===== src/rtl/sine_rom_sequencer.sv =====
// sine_rom_sequencer: shares one 1-cycle-latency sine ROM between channels A and B, one frame per tick.
// Define SINE_ROM_SEQ_OFFSET_EN to make channel B a phase-offset copy of A (adds port offset).
module sine_rom_sequencer #(
  parameter int ADDRESS_WIDTH = 8,
  parameter int DATA_WIDTH = 8
) (
  input  logic                     clk,
  input  logic                     rst,
  input  logic                     tick,
  input  logic [ADDRESS_WIDTH-1:0] incr_a,
  input  logic [ADDRESS_WIDTH-1:0] incr_b,
`ifdef SINE_ROM_SEQ_OFFSET_EN
  input  logic [ADDRESS_WIDTH-1:0] offset,
`endif
  output logic [ADDRESS_WIDTH-1:0] rom_addr,
  input  logic [DATA_WIDTH-1:0]    rom_dout,
  output logic [DATA_WIDTH-1:0]    dout_a,
  output logic [DATA_WIDTH-1:0]    dout_b,
  output logic                     valid_a,
  output logic                     valid_b,
  output logic                     busy,
  output logic                     overrun
);
  localparam logic [1:0] IDLE = 2'd0, RD_A = 2'd1, RD_B = 2'd2, CAP_B = 2'd3;
  logic [1:0] state;
  logic [ADDRESS_WIDTH-1:0] phase_a, inc_a_q, b_q, addr_b;
`ifdef SINE_ROM_SEQ_OFFSET_EN
  // b_q holds the frame's offset; B tracks A's phase
  assign addr_b = phase_a + b_q;
`else
  logic [ADDRESS_WIDTH-1:0] phase_b;
  assign addr_b = phase_b;
`endif
  always_ff @(posedge clk) begin
    if (rst) begin
      state <= IDLE;
      phase_a <= '0;
`ifndef SINE_ROM_SEQ_OFFSET_EN
      phase_b <= '0;
`endif
      inc_a_q <= '0;
      b_q <= '0;
      rom_addr <= '0;
      dout_a <= '0;
      dout_b <= '0;
      valid_a <= 1'b0;
      valid_b <= 1'b0;
      busy <= 1'b0;
      overrun <= 1'b0;
    end else begin
      valid_a <= 1'b0;
      valid_b <= 1'b0;
      if (tick && state != IDLE) overrun <= 1'b1;
      case (state)
        IDLE: if (tick) begin
          rom_addr <= phase_a;
          inc_a_q <= incr_a;
`ifdef SINE_ROM_SEQ_OFFSET_EN
          b_q <= offset;
`else
          b_q <= incr_b;
`endif
          busy <= 1'b1;
          state <= RD_A;
        end
        RD_A: begin
          rom_addr <= addr_b;
          state <= RD_B;
        end
        RD_B: begin
          dout_a <= rom_dout;
          valid_a <= 1'b1;
          state <= CAP_B;
        end
        default: begin
          dout_b <= rom_dout;
          valid_b <= 1'b1;
          phase_a <= phase_a + inc_a_q;
`ifndef SINE_ROM_SEQ_OFFSET_EN
          phase_b <= phase_b + b_q;
`endif
          busy <= 1'b0;
          state <= IDLE;
        end
      endcase
    end
  end
endmodule


===== config.mk =====
export PLATFORM = sky130hd
export DESIGN_NAME = sine_rom_sequencer
export DESIGN_NICKNAME = d
export VERILOG_FILES = /design/src/rtl/sine_rom_sequencer.sv
export SDC_FILE = /design/constraint.sdc
export NUM_CORES = 1
export LEC_CHECK = 0
export CAP_MARGIN = 20
export CORE_ASPECT_RATIO = 1.2
export CORE_MARGIN = 5
export CORE_UTILIZATION = 53
export DETAILED_ROUTE_END_ITERATION = 10
export PLACE_DENSITY = 0.81
export SYNTH_ARGS = -nofsm -noshare
export SYNTH_HDL_FRONTEND = slang
export SYNTH_SLANG_ARGS = --single-unit

===== constraint.sdc =====
create_clock -name clk -period 2.18 [get_ports clk]
set_input_delay 0.218 -clock clk [delete_from_list [all_inputs] [get_ports clk]]
set_output_delay 0.218 -clock clk [all_outputs]
set_load 0.02 [all_outputs]

==> out/results.txt, run 1 <==
CTS Buf Count - 9
routability cong. - 0.865
crit path DAT - 2.29 ns
fin nets - 440
CTS tree - done
die area - 0.00747 mm2
post-cts repair resize count - 0
Yosys top cell by area - dfxtp_1
outcome - finished, final reports clean
cell count after synthesis - 338
RSZ-0062 raised after global routing - no
WL per Instance - 15.2 um
length of the first detailed-routing pass in iterations - 4
ys async rst share - 0%
CTS clk-pin slew, worst paths - 0.08 ns
Primary FF master, synth - dfxtp_1
actual slew at the worst max-slew pin - 0.723 ns
Hold-fix buffers, CTS - 0
Cell Count Post-Placement - 461
Avg Cell Area, Syn - 9.15 um2
Max Slew Vio Count - 0
EDFF count, synth - 0
Setup Fix Bufs, Post-CTS - 0
Final min period - 1.99 ns
fraction of layout cells with a size suffix above 1 - 10.8%
Final Hold Viols - 0
Cell Chain, Critical Path - ha_1, inv_1, fa_1, and2b_1, o21a_1, o21bai_1, a2111o_1, nand3_1
FF+latch count, synth - 62
Fin Setup TNS - 0 ns
Worst path slowest cell - fa_1
mapped cell area - 0.00309 mm2
DP HPWL - 5090 um
placement-stage cell area - 0.00367 mm2
first-pass GRT wire length - 12200 um
First DRT Iteration DRCs - 162
synthesis warning total - 0
Final ANT Viol Nets - 0
final setup violation count - 0
Pwr Total - 3.05 mW
Post-Layout Inst Area - 0.00387 mm2
Total GRT Usage - 20.9%
Avg Vias per Cell - 5.44
Initial Util - 54.6%
HP Class - input pin to flip-flop
initial antenna violation count - 0
Row Count - 30
largest net degree at the start of global routing - 66
Core Region - 0.00567 mm2
clock sink count - 62
post-synth top area share - 40.1%
Power Density - 787 mW/mm2
CP endpoint kind - flip-flop
crit-path max cell delay - 0.38 ns
clk_lat worst skew - 0.35 ns
Die Ht - 93.7 um
Layout Cells excl Fill - 477
Final period util - 91.3%
cell family with most CP delay - compound AO/OA/AOI/OAI gates
dpl ws - 0.216 ns
Die W - 79.8 um
total number of vias - 2595
synthesized netlist net count - 386
sequential share of the synthesized area - 40.1%
clk_skew - 0.0131 ns
crit-path max FO - 3
Synth-to-Final Area Change - 25.2%
# IOs - 55
launching element type of the critical path - flip-flop
relative slew slack - 51.8%
Longest Clk Path Bufs - 2
required time worst endpoint - 2.47 ns
DRC Markers - 0
root buf cell - clkbuf_8
max_cap viols - 0
final wirelength - 7230 um
critical path buffer and inverter count - 1
remaining global-route overflow - 0
number of H-tree levels - 3
number of global-route vias before repair - 2682
CP Class - flip-flop to flip-flop
top post-synthesis cells by area - dfxtp_1 40%, mux2i_1 9.4%, ha_1 7.7%
fmax - 502 MHz
Final WS setup - 0.189 ns
# port buffers - 54
worst vdd ir - 0.473 mV
Yosys cell types - 50
LEAKAGE - 1.48 nW
antenna cells - 0
==> cell usage in the layout, fill, tap and decap left out, types with 2 or more instances in the layout <==
cell	instances
nor2_2	2
nand2_1	45
nand3b_1	3
and2_1	2
inv_6	2
nor4b_1	2
clkbuf_8	9
buf_4	6
fa_1	2
a21o_1	5
clkdlybuf4s50_1	53
a211oi_2	10
a21oi_1	31
o31ai_1	2
o21ai_1	2
nor2_1	35
o21a_1	2
and3_1	3
o21bai_1	4
ha_1	19
mux2i_1	29
nor2b_1	3
o21ai_0	2
a2111o_1	2
clkinv_4	3
inv_1	12
a211oi_1	4
nor3_1	8
dfxtp_1	62
xnor2_1	2
a31oi_1	2
nand3_1	9
==> final cells by class <==
type | count | area, um2
inverter | 13 | 48.8
tap | 80 | 100
fill | 454 | 1800
timing repair buffer | 60 | 581
sequential | 62 | 1240
clock buffer | 9 | 124
multi-input combinational | 246 | 1700
clock inverter | 7 | 81.3
==> power by group <==
part           internal (mW)  switching [mW]  leakage [nW]  total [mW]
combinational          0.310           0.394         0.872       0.704
clock                  0.541           0.505         0.100        1.05
sequential              1.23          0.0658         0.505        1.30
==> sequential cells by signal, indices dropped and copies added, names as in the netlist <==
name	cells
addr_b	8
b_q	8
busy	1
dout_a	8
dout_b	8
inc_a_q	8
overrun	1
phase_a	8
rom_addr	8
state	2
valid_a	1
valid_b	1
==> worst paths after layout <==
| path | startpoint | endpoint | slack, ns | cells after the start |
|---|---|---|---|---|
| min | rst | addr_b[4] | 0.26 | 3 |
| max | addr_b[0] | addr_b[6] | 0.19 | 8 |
| min reg2reg | inc_a_q[6] | inc_a_q[6] | 0.46 | 2 |
| max reg2reg | addr_b[0] | addr_b[6] | 0.19 | 8 |
==> cells in the mapped netlist (3+ instances only) <==
library cell and n:
a211oi_1 4, a211oi_2 10, a21o_1 5, a21oi_1 31
and3_1 3, buf_2 6, buf_6 3, clkbuf_1 4
dfxtp_1 62, ha_1 19, inv_1 12, mux2i_1 29
nand2_1 45, nand3_1 9, nand3b_1 3, nor2_1 35
nor2b_1 3, nor3_1 8, o21bai_1 4
==> metal layers <==
layer  share of wire [%]  track usage [%]  vias to the layer above  routed length (um)
met3                 6.4             5.28                       23                 461
met4                 3.8             12.1                        0                 272
met5                   0                0                        -                   0
met2                  50             36.2                       71                3640
met1                  39             22.8                     1209                2850
li1                    -                -                     1292                   -
==> tightest hold or removal path, cell delays in order <==
cell and delay [ns]:
buf_2 0.09, inv_1 0.10, and2_1 0.16
==> cell families (layout without fill, tap and decap cells) <==
group | after synthesis | after routing | share of synthesized area (%)
adders and majority gates | 21 | 21 | 8.98
AOI/OAI and AO/OA | 72 | 72 | 17.1
muxes | 30 | 30 | 9.87
buffers and inverters | 30 | 89 | 5.05
DFF | 62 | 62 | 40.1
and+or+nand+nor | 121 | 121 | 18.3
xor gates and xnor gates | 2 | 2 | 0.566
==> through the flow <==
step / util [%] / hold slack, ns
6_report: 68.3 / 0.262
5_1_grt: 68.3 / 0.281
4_1_cts: 68.3 / 0.258
3_5_place_dp: 64.7 / 0.452
3_3_place_gp: 64.7 / 0.449
2_1_floorplan: - / 0.352
Power figures use the tool's default switching activity.
==> run 2: changes to the inputs <==
--- a/config.mk
+++ b/config.mk
@@ -8,9 +8,10 @@
 export CAP_MARGIN = 20
 export CORE_ASPECT_RATIO = 1.2
 export CORE_MARGIN = 5
-export CORE_UTILIZATION = 53
+export CORE_UTILIZATION = 54
+export CTS_BUF_LIST = sky130_fd_sc_hd__clkbuf_8
 export DETAILED_ROUTE_END_ITERATION = 10
-export PLACE_DENSITY = 0.81
+export PLACE_DENSITY = 0.83
 export SYNTH_ARGS = -nofsm -noshare
 export SYNTH_HDL_FRONTEND = slang
 export SYNTH_SLANG_ARGS = --single-unit
==> out/results.txt, run 2 (same netlist as run 1, synthesis figures left out) <==
Setup Fix Bufs, Post-CTS - 0 (unchanged)
Die Ht - 92.9 um (was 93.7 um)
Final Hold Viols - 0 (unchanged)
largest net degree at the start of global routing - 66 (unchanged)
final wirelength - 7010 um (was 7230 um)
Critical Path End - addr_b[6] (unchanged)
Final ANT Viol Nets - 0 (unchanged)
Core Region - 0.00563 mm2 (was 0.00567 mm2)
commonest cells after routing, fill and taps aside - 62 x dfxtp_1, 53 x clkdlybuf4s50_1, 45 x nand2_1 (unchanged)
Max Slew Vio Count - 0 (unchanged)
Die W - 79.1 um (was 79.8 um)
final setup violation count - 0 (unchanged)
clk_skew - 0.00459 ns (was 0.0131 ns)
CTS clk-pin slew, worst paths - 0.07 ns (was 0.08 ns)
LEAKAGE - 1.47 nW (was 1.48 nW)
HP Class - input pin to flip-flop (unchanged)
Reg2Reg Setup Slack - 0.17 ns (was 0.19 ns)
CP endpoint kind - flip-flop (unchanged)
path depth of the worst reg2reg path - 8 (unchanged)
clk_lat worst skew - 0.35 ns (about the same)
fmax - 498 MHz (was 502 MHz)
HP Start - rst (unchanged)
Pwr Total - 2.87 mW (was 3.05 mW)
CP Class - flip-flop to flip-flop (unchanged)
fraction of layout cells with a size suffix above 1 - 10.1% (was 10.8%)
initial antenna violation count - 0 (unchanged)
RSZ-0062 raised after global routing - no (unchanged)
clock sink count - 62 (unchanged)
Final period util - 92.1% (was 91.3%)
Power Density - 751 mW/mm2 (was 787 mW/mm2)
total number of vias - 2589 (was 2595)
met3 WL - 540 um (was 461 um)
Layout fillers - 454 (unchanged)
DRC Markers - 0 (unchanged)
number of global-route vias before repair - 2537 (was 2682)
required time worst endpoint - 2.47 ns (about the same)
max_cap viols - 0 (unchanged)
crit path launch - addr_b[0] (unchanged)
actual slew at the worst max-slew pin - 0.593 ns (was 0.723 ns)
remaining global-route overflow - 0 (unchanged)
DP HPWL - 4900 um (was 5090 um)
crit path DAT - 2.30 ns (was 2.29 ns)
Total GRT Usage - 20.5% (was 20.9%)
antenna cells - 0 (unchanged)
launching element type of the critical path - flip-flop (unchanged)
post-cts repair resize count - 0 (unchanged)
# port buffers - 54 (unchanged)
max layer used - met4 (unchanged)
Row Count - 30 (unchanged)
fin nets - 439 (was 440)
outcome - finished, final reports clean (unchanged)
metal2 WL - 3400 um (was 3640 um)
CTS tree - done (unchanged)
Initial Util - 55.0% (was 54.6%)
Hold-fix buffers, CTS - 0 (unchanged)
reg-to-reg endpoint - addr_b[6] (unchanged)
most common cell after layout, fill and taps aside - dfxtp_1 (unchanged)
length of the first detailed-routing pass in iterations - 4 (unchanged)
Longest Clk Path Bufs - 2 (unchanged)
die area - 0.00735 mm2 (was 0.00747 mm2)
# IOs - 55 (unchanged)
Final min period - 2.01 ns (was 1.99 ns)
reg2reg start - addr_b[0] (unchanged)
Synth-to-Final Area Change - 23.5% (was 25.2%)
WL per Instance - 15.2 um (about the same)
number of H-tree levels - 3 (unchanged)
worst vdd ir - 0.665 mV (was 0.473 mV)
first-pass GRT wire length - 11700 um (was 12200 um)
routability cong. - 0.885 (was 0.865)
First DRT Iteration DRCs - 216 (was 162)
Fin Setup TNS - 0 ns (unchanged)
crit-path max FO - 3 (unchanged)
CTS Buf Count - 9 (unchanged)
Avg Vias per Cell - 5.63 (was 5.44)
DRT met1 WL - 2920 um (was 2850 um)
root buf cell - clkbuf_8 (unchanged)
relative slew slack - 60.4% (was 51.8%)
run 2: cell count changes in the layout (fill, tap and decap cells not counted):
cell	delta
buf_12	+1
buf_4	-2
bufinv_16	-1
clkbuf_8	+1
clkinv_2	+3
clkinv_4	-3
inv_1	+2
inv_6	-2
run 2: worst min path at each step:
| stage | slack, ns | endpoint | cells past startpoint |
|---|---|---|---|
| 6_report | 0.33 | addr_b[4] | 3 |
| 5_1_grt | 0.34 | addr_b[4] | 3 |
| 4_1_cts | 0.31 | addr_b[4] | 3 |
| 3_5_place_dp | 0.46 | b_q[0] | 2 |
| 3_3_place_gp | 0.45 | inc_a_q[0] | 2 |
| 2_1_floorplan | 0.35 | b_q[0] | 2 |
run 2: area by class of cell:
cell class | instances | area (um2) | area share (%)
repair buffers | 59 | 586 | 15.3
flip-flops and latches | 62 | 1240 | 32.5
clock inverters | 6 | 30.0 | 0.786
clock buffers | 10 | 138 | 3.60
inverters | 13 | 48.8 | 1.28
well taps | 64 | 80.1 | 2.10
multi-input cells | 246 | 1700 | 44.4
run 2: where the power goes:
group | switching, mW | leakage (nW) | internal [mW] | total, mW
logic | 0.389 | 0.871 | 0.313 | 0.703
clock network | 0.441 | 0.0944 | 0.428 | 0.870
registers | 0.0634 | 0.505 | 1.23 | 1.29
total | 0.894 | 1.47 | 1.97 | 2.87
run 2: critical path, stage by stage (launching register included):
cell and delay, ns:
dfxtp_1 0.35, ha_1 0.22, inv_1 0.07, fa_1 0.38, and2b_1 0.22, o21a_1 0.16, o21bai_1 0.09, a2111o_1 0.37
nand3_1 0.08
run 2: per-stage QoR:
stage | setup slack [ns] | area [um2] | std cells | hold WS (ns) | utilization (%)
global placement | 0.289 | 3650 | 444 | 0.450 | 64.9
floorplan | 0.354 | 3090 | 338 | 0.352 | -
finish | 0.172 | 3820 | 460 | 0.326 | 67.8
global route | 0.0643 | 3820 | 460 | 0.342 | 67.8
CTS | 0.191 | 3820 | 460 | 0.315 | 67.8
detailed placement | 0.220 | 3650 | 444 | 0.456 | 64.9
run 2: layer usage:
metal	global-route usage (%)	vias to the layer above
li1	-	1286
met1	23.1	1215
met4	8.31	0
met5	0	-
met3	8.75	11
met2	33.9	77
==> variant 1, RTL diff (settings of run 2) <==
Add a define of `SINE_ROM_SEQ_OFFSET_EN`.
--- a/src/rtl/sine_rom_sequencer.sv
+++ b/src/rtl/sine_rom_sequencer.sv
@@ -1,4 +1,6 @@
 // sine_rom_sequencer: shares one 1-cycle-latency sine ROM between channels A and B, one frame per tick.
 // Define SINE_ROM_SEQ_OFFSET_EN to make channel B a phase-offset copy of A (adds port offset).
+`define SINE_ROM_SEQ_OFFSET_EN
+
 module sine_rom_sequencer #(
   parameter int ADDRESS_WIDTH = 8,
Interface: changed (added offset); port bits go from 55 to 63. The function was not compared with the original's and may differ.
==> variant 1 against run 2 <==
- clock skew increased by 0.010 ns
- largest power group unchanged
- total power fell by 15%
- largest cell class unchanged
- synthesized area down 14%
- utilization is 1.7 points higher
- sequential cell count down 8
- routed wire length down 19%
- final area decreased by 12%
- count of clock-buffer cells in the layout fell by 5
- worst setup slack better by 0.049 ns
==> variant 1: results (changes against run 2) <==
slowest cell on the critical path or4_1; met1 Usage GRT 21.01% (-2.1 points); P_leak 1.347 nW (-8.4%); post-synthesis mux area share 9.835% (-0.032 points); vias 2205 (-15%); PortBufs 54 (unchanged); max incr delay on CP 0.46 ns (+0.08 ns); first-pass GRT wire length 9701 µm (-17%); Routed met1 length 2309 µm (-21%); metal2 WL 3025 µm (-11%); Setup Buffers After CTS 0 (unchanged); Worst slew margin 53.74% (-6.6 points); crit-path leading delay family simple AND/OR/NAND/NOR gates; post-DP HPWL 4300 µm (-12%); initial antenna violation count 0 (unchanged); Worst Path Arrival 2.15 ns (-0.15 ns); status complete, no violations; critical path peak fanout 4 (+1); fin nets 418 (-4.8%); sequential area share after synthesis 40.85% (+0.74 points); DR pass1 iterations 4 (unchanged); layout cell share with drive strength beyond 1 6.887% (-3.2 points); Synth Area in Adders 10.50% (+1.5 points); Synth Area in Compound Gates 13.66% (-3.4 points); Routability Congestion 0.7809 (-12%); gr usage total 19.02% (-1.5 points); CTS buffer count 5 (-4); met3 routed WL 223 µm (-59%); Diodes inserted 0 (unchanged); Setup WS pre-CTS 0.1798 ns (-0.04057 ns); Peak VDD IR 0.4969 mV (-25%); Distinct cells, synth 37 (-26%); top cells by area, synth dfxtp_1 (41%), mux2i_1 (9.8%), ha_1 (9.0%); CTS max path bufs 2 (unchanged); clk_lat worst skew 0.31 ns (-0.04 ns); M3 GR Usage 3.712% (-5.0 points); XOR/XNOR Fraction of Synth Area 2.317% (+1.8 points); WL/cell 13.38 µm (-12%); initial detailed-routing violation count 96 (-56%); H-tree depth 2 (-1); skew final 0.01463 ns (+0.01004 ns); clk slew on worst S/H paths 0.10 ns (+0.03 ns); pin count of the biggest net entering global routing 41 (-38%); top cells by count, synth dfxtp_1 (54), nand2_1 (46), nor2_1 (37); met2 Use GR 35.00% (+1.1 points); Yosys warning total 0 (unchanged); Top Layer Used met4; FFs w/ async S/R, synth 0% (unchanged); min-delay worst type input port to flop; root buffer cell clkbuf_8; Post-Syn Nets 362 (-6.2%)
[variant 1: cell types whose count changed after synthesis, sizes merged, moves of 4 or more]
cell	run 2	this run
a211oi	14	10
buf	12	5
clkbuf	5	10
dfxtp	62	54
nand2b	0	5
nand3	9	2
o21bai	4	0
[variant 1: kinds of logic after synthesis]
family                     Yosys count
and+or+nand+nor                    111
AOI/OAI and AO/OA                   60
adders and majority gates           21
buffers and inverters               27
xor gates and xnor gates             7
muxes                               26
DFF                                 54
[variant 1: repair_timing]
action / 4_1_cts / 5_1_grt
setup endpoints to repair: 0 / 1
hold endpoints to repair: 0 / 0
gates resized for setup: 0 / 1
[variant 1: stage by stage]
step / cell area, µm² / total power, mW / cells
after floorplan: 2646 / 1.606 / 306
after global placement: 3267 / 1.858 / 415
after detailed placement: 3267 / 1.884 / 415
after CTS: 3359 / 2.454 / 423
after global routing: 3362 / 2.579 / 423
final: 3362 / 2.436 / 423
[variant 1: path summary, 6_finish.rpt]
check | start | to | slack [ns] | depth (start not counted)
worst max-delay path | phase_a[0] | phase_a[6] | 0.22 | 9
worst min-delay path | rst | phase_a[5] | 0.43 | 2
worst max register to register | phase_a[0] | phase_a[6] | 0.22 | 9
worst min register to register | inc_a_q[3] | inc_a_q[3] | 0.46 | 2
[variant 1: power by group]
part	switching [mW]	leakage [nW]	internal [mW]
Sequential	0.0573	0.440	1.08
Combinational	0.384	0.866	0.333
Clock	0.349	0.0408	0.230
Total	0.791	1.35	1.65
[variant 1: area by class of cell]
class	instances	area, µm²
multi-input cells	225	1458
well taps	60	75.07
repair buffers	64	610.6
clock buffers	5	68.82
fillers	412	1473
clock inverters	3	23.77
inverters	12	45.04
flip-flops and latches	54	1081
==> variant 2, RTL diff (settings of run 2) <==
Without the edit above. Register the inputs `tick`, `incr_a`, `incr_b` and `rom_dout` before use, cleared by the reset. The logic sees them one clock later. Comments in the files are not updated.
--- a/src/rtl/sine_rom_sequencer.sv
+++ b/src/rtl/sine_rom_sequencer.sv
@@ -23,4 +23,24 @@
 );
   localparam logic [1:0] IDLE = 2'd0, RD_A = 2'd1, RD_B = 2'd2, CAP_B = 2'd3;
+
+  logic tick_q;
+  logic [ADDRESS_WIDTH-1:0] incr_a_q;
+  logic [ADDRESS_WIDTH-1:0] incr_b_q;
+  logic [DATA_WIDTH-1:0] rom_dout_q;
+
+  always_ff @(posedge clk) begin
+    if (rst) begin
+      tick_q     <= '0;
+      incr_a_q   <= '0;
+      incr_b_q   <= '0;
+      rom_dout_q <= '0;
+    end else begin
+      tick_q     <= tick;
+      incr_a_q   <= incr_a;
+      incr_b_q   <= incr_b;
+      rom_dout_q <= rom_dout;
+    end
+  end
+
   logic [1:0] state;
   logic [ADDRESS_WIDTH-1:0] phase_a, inc_a_q, b_q, addr_b;
@@ -51,13 +71,13 @@
       valid_a <= 1'b0;
       valid_b <= 1'b0;
-      if (tick && state != IDLE) overrun <= 1'b1;
+      if (tick_q && state != IDLE) overrun <= 1'b1;
       case (state)
-        IDLE: if (tick) begin
+        IDLE: if (tick_q) begin
           rom_addr <= phase_a;
-          inc_a_q <= incr_a;
+          inc_a_q <= incr_a_q;
 `ifdef SINE_ROM_SEQ_OFFSET_EN
           b_q <= offset;
 `else
-          b_q <= incr_b;
+          b_q <= incr_b_q;
 `endif
           busy <= 1'b1;
@@ -69,10 +89,10 @@
         end
         RD_B: begin
-          dout_a <= rom_dout;
+          dout_a <= rom_dout_q;
           valid_a <= 1'b1;
           state <= CAP_B;
         end
         default: begin
-          dout_b <= rom_dout;
+          dout_b <= rom_dout_q;
           valid_b <= 1'b1;
           phase_a <= phase_a + inc_a_q;
Formal check against the unedited RTL: not equivalent (a bounded check fails within 4 cycles, from zero or initial values and one cycle with rst high).
==> variant 2 against run 2 <==
- clock skew rose by 0.0078 ns
- sequential share of layout area rose by 6.5 points
- sequential cell count rose by 25
- synthesized cell count rose by 16%
- routed wire length rose by 7.8%
- final area rose by 17%
- synthesized area rose by 18%
- die area rose by 16%
- worst setup slack got worse by 0.079 ns
- critical endpoint unchanged
- largest cell class unchanged
Power is not compared: it rests on default switching activity, and its combinational part moved more than twofold at a synthesized area within 25%.
==> variant 2: results (changes against run 2) <==
status complete, no violations; initial detailed-routing violation count 138 (-36%); WL/cell 14.19 µm (-6.9%); met1 Usage GRT 22.17% (-0.90 points); cts repair resizes 2 (+2); Routability Congestion 0.8607 (-2.8%); top cells by count, synth dfxtp_1 (87), nand2_1 (46), nor2_1 (36); hold_ws 0.2525 ns (-0.07365 ns); vias per cell 5.351 (-4.9%); vias in the first global route 2846 (+12%); DP Cell Count 516 (+16%); met2 Use GR 30.74% (-3.2 points); Post-Syn Nets 439 (+14%); metal2 WL 3612 µm (+6.4%); M3 GR Usage 5.255% (-3.5 points); Post-Syn Instances 391 (+16%); Setup WS pre-CTS -0.001694 ns (-0.2221 ns); FFs w/ async S/R, synth 0% (unchanged); clk_lat worst skew 0.36 ns; Worst slew margin 62.34% (+2.0 points); Hold Path End addr_b[2]; DR pass1 iterations 4 (unchanged); vias 2852 (+10%); skew final 0.01242 ns (+0.007825 ns); placed inst area 4245 µm² (+16%); top cells by area, synth dfxtp_1 (48%), mux2i_1 (8.0%), ha_1 (6.5%); Worst Hold Path Cells 2 (-1); gr usage total 18.81% (-1.7 points); reg-to-reg setup timing slack 0.09 ns (-0.08 ns); Synth Area in Compound Gates 12.60% (-4.5 points); cells on worst reg2reg path 8 (unchanged); Synth Area in Adders 7.621% (-1.4 points); Distinct cells, synth 45 (-10%); first-pass GRT wire length 12790 µm (+8.9%); clk slew on worst S/H paths 0.09 ns (+0.02 ns); Peak VDD IR 0.5399 mV; CTS max path bufs 2 (unchanged); post-DP HPWL 5544 µm (+13%); CP endpoint addr_b[6]; fmax 479.1 MHz (-3.8%); XOR/XNOR Fraction of Synth Area 0.4806% (-0.086 points); Routed met1 length 3244 µm (+11%); Worst Path Arrival 2.31 ns; pin count of the biggest net entering global routing 42 (-36%); post-synthesis mux area share 8.273% (-1.6 points); sequential area share after synthesis 47.79% (+7.7 points); root buffer cell clkbuf_8; layout cell share with drive strength beyond 1 6.696% (-3.4 points); final-layout fill cell count 533 (+17%); fin nets 491 (+12%); Reg-to-Reg Start b_q[0]; met3 routed WL 433 µm (-20%)
==> variant 2: critical path, cell delays in order, from the launching register on <==
cell and delay [ns]:
dfxtp_2 0.36, ha_4 0.15, inv_1 0.05, fa_2 0.35, nor2b_1 0.12, o21a_1 0.18
o21bai_1 0.09, and3_1 0.15, or4_1 0.51
==> variant 2: cell type report <==
cell class | instances | area [µm²] | area share, %
inverter | 13 | 48.80 | 1.090
clock buffer | 10 | 137.6 | 3.075
clock inverter | 6 | 67.56 | 1.510
multi-input combinational | 271 | 1783 | 39.84
tap | 85 | 106.4 | 2.376
sequential | 87 | 1744 | 38.97
timing repair buffer | 61 | 588.1 | 13.14
==> variant 2: where the power goes <==
| part | internal, mW | switching [mW] |
|---|---|---|
| Sequential | 1.65 | 0.0358 |
| Clock | 0.567 | 0.583 |
| Combinational | 0.160 | 0.174 |
| Total | 2.38 | 0.793 |
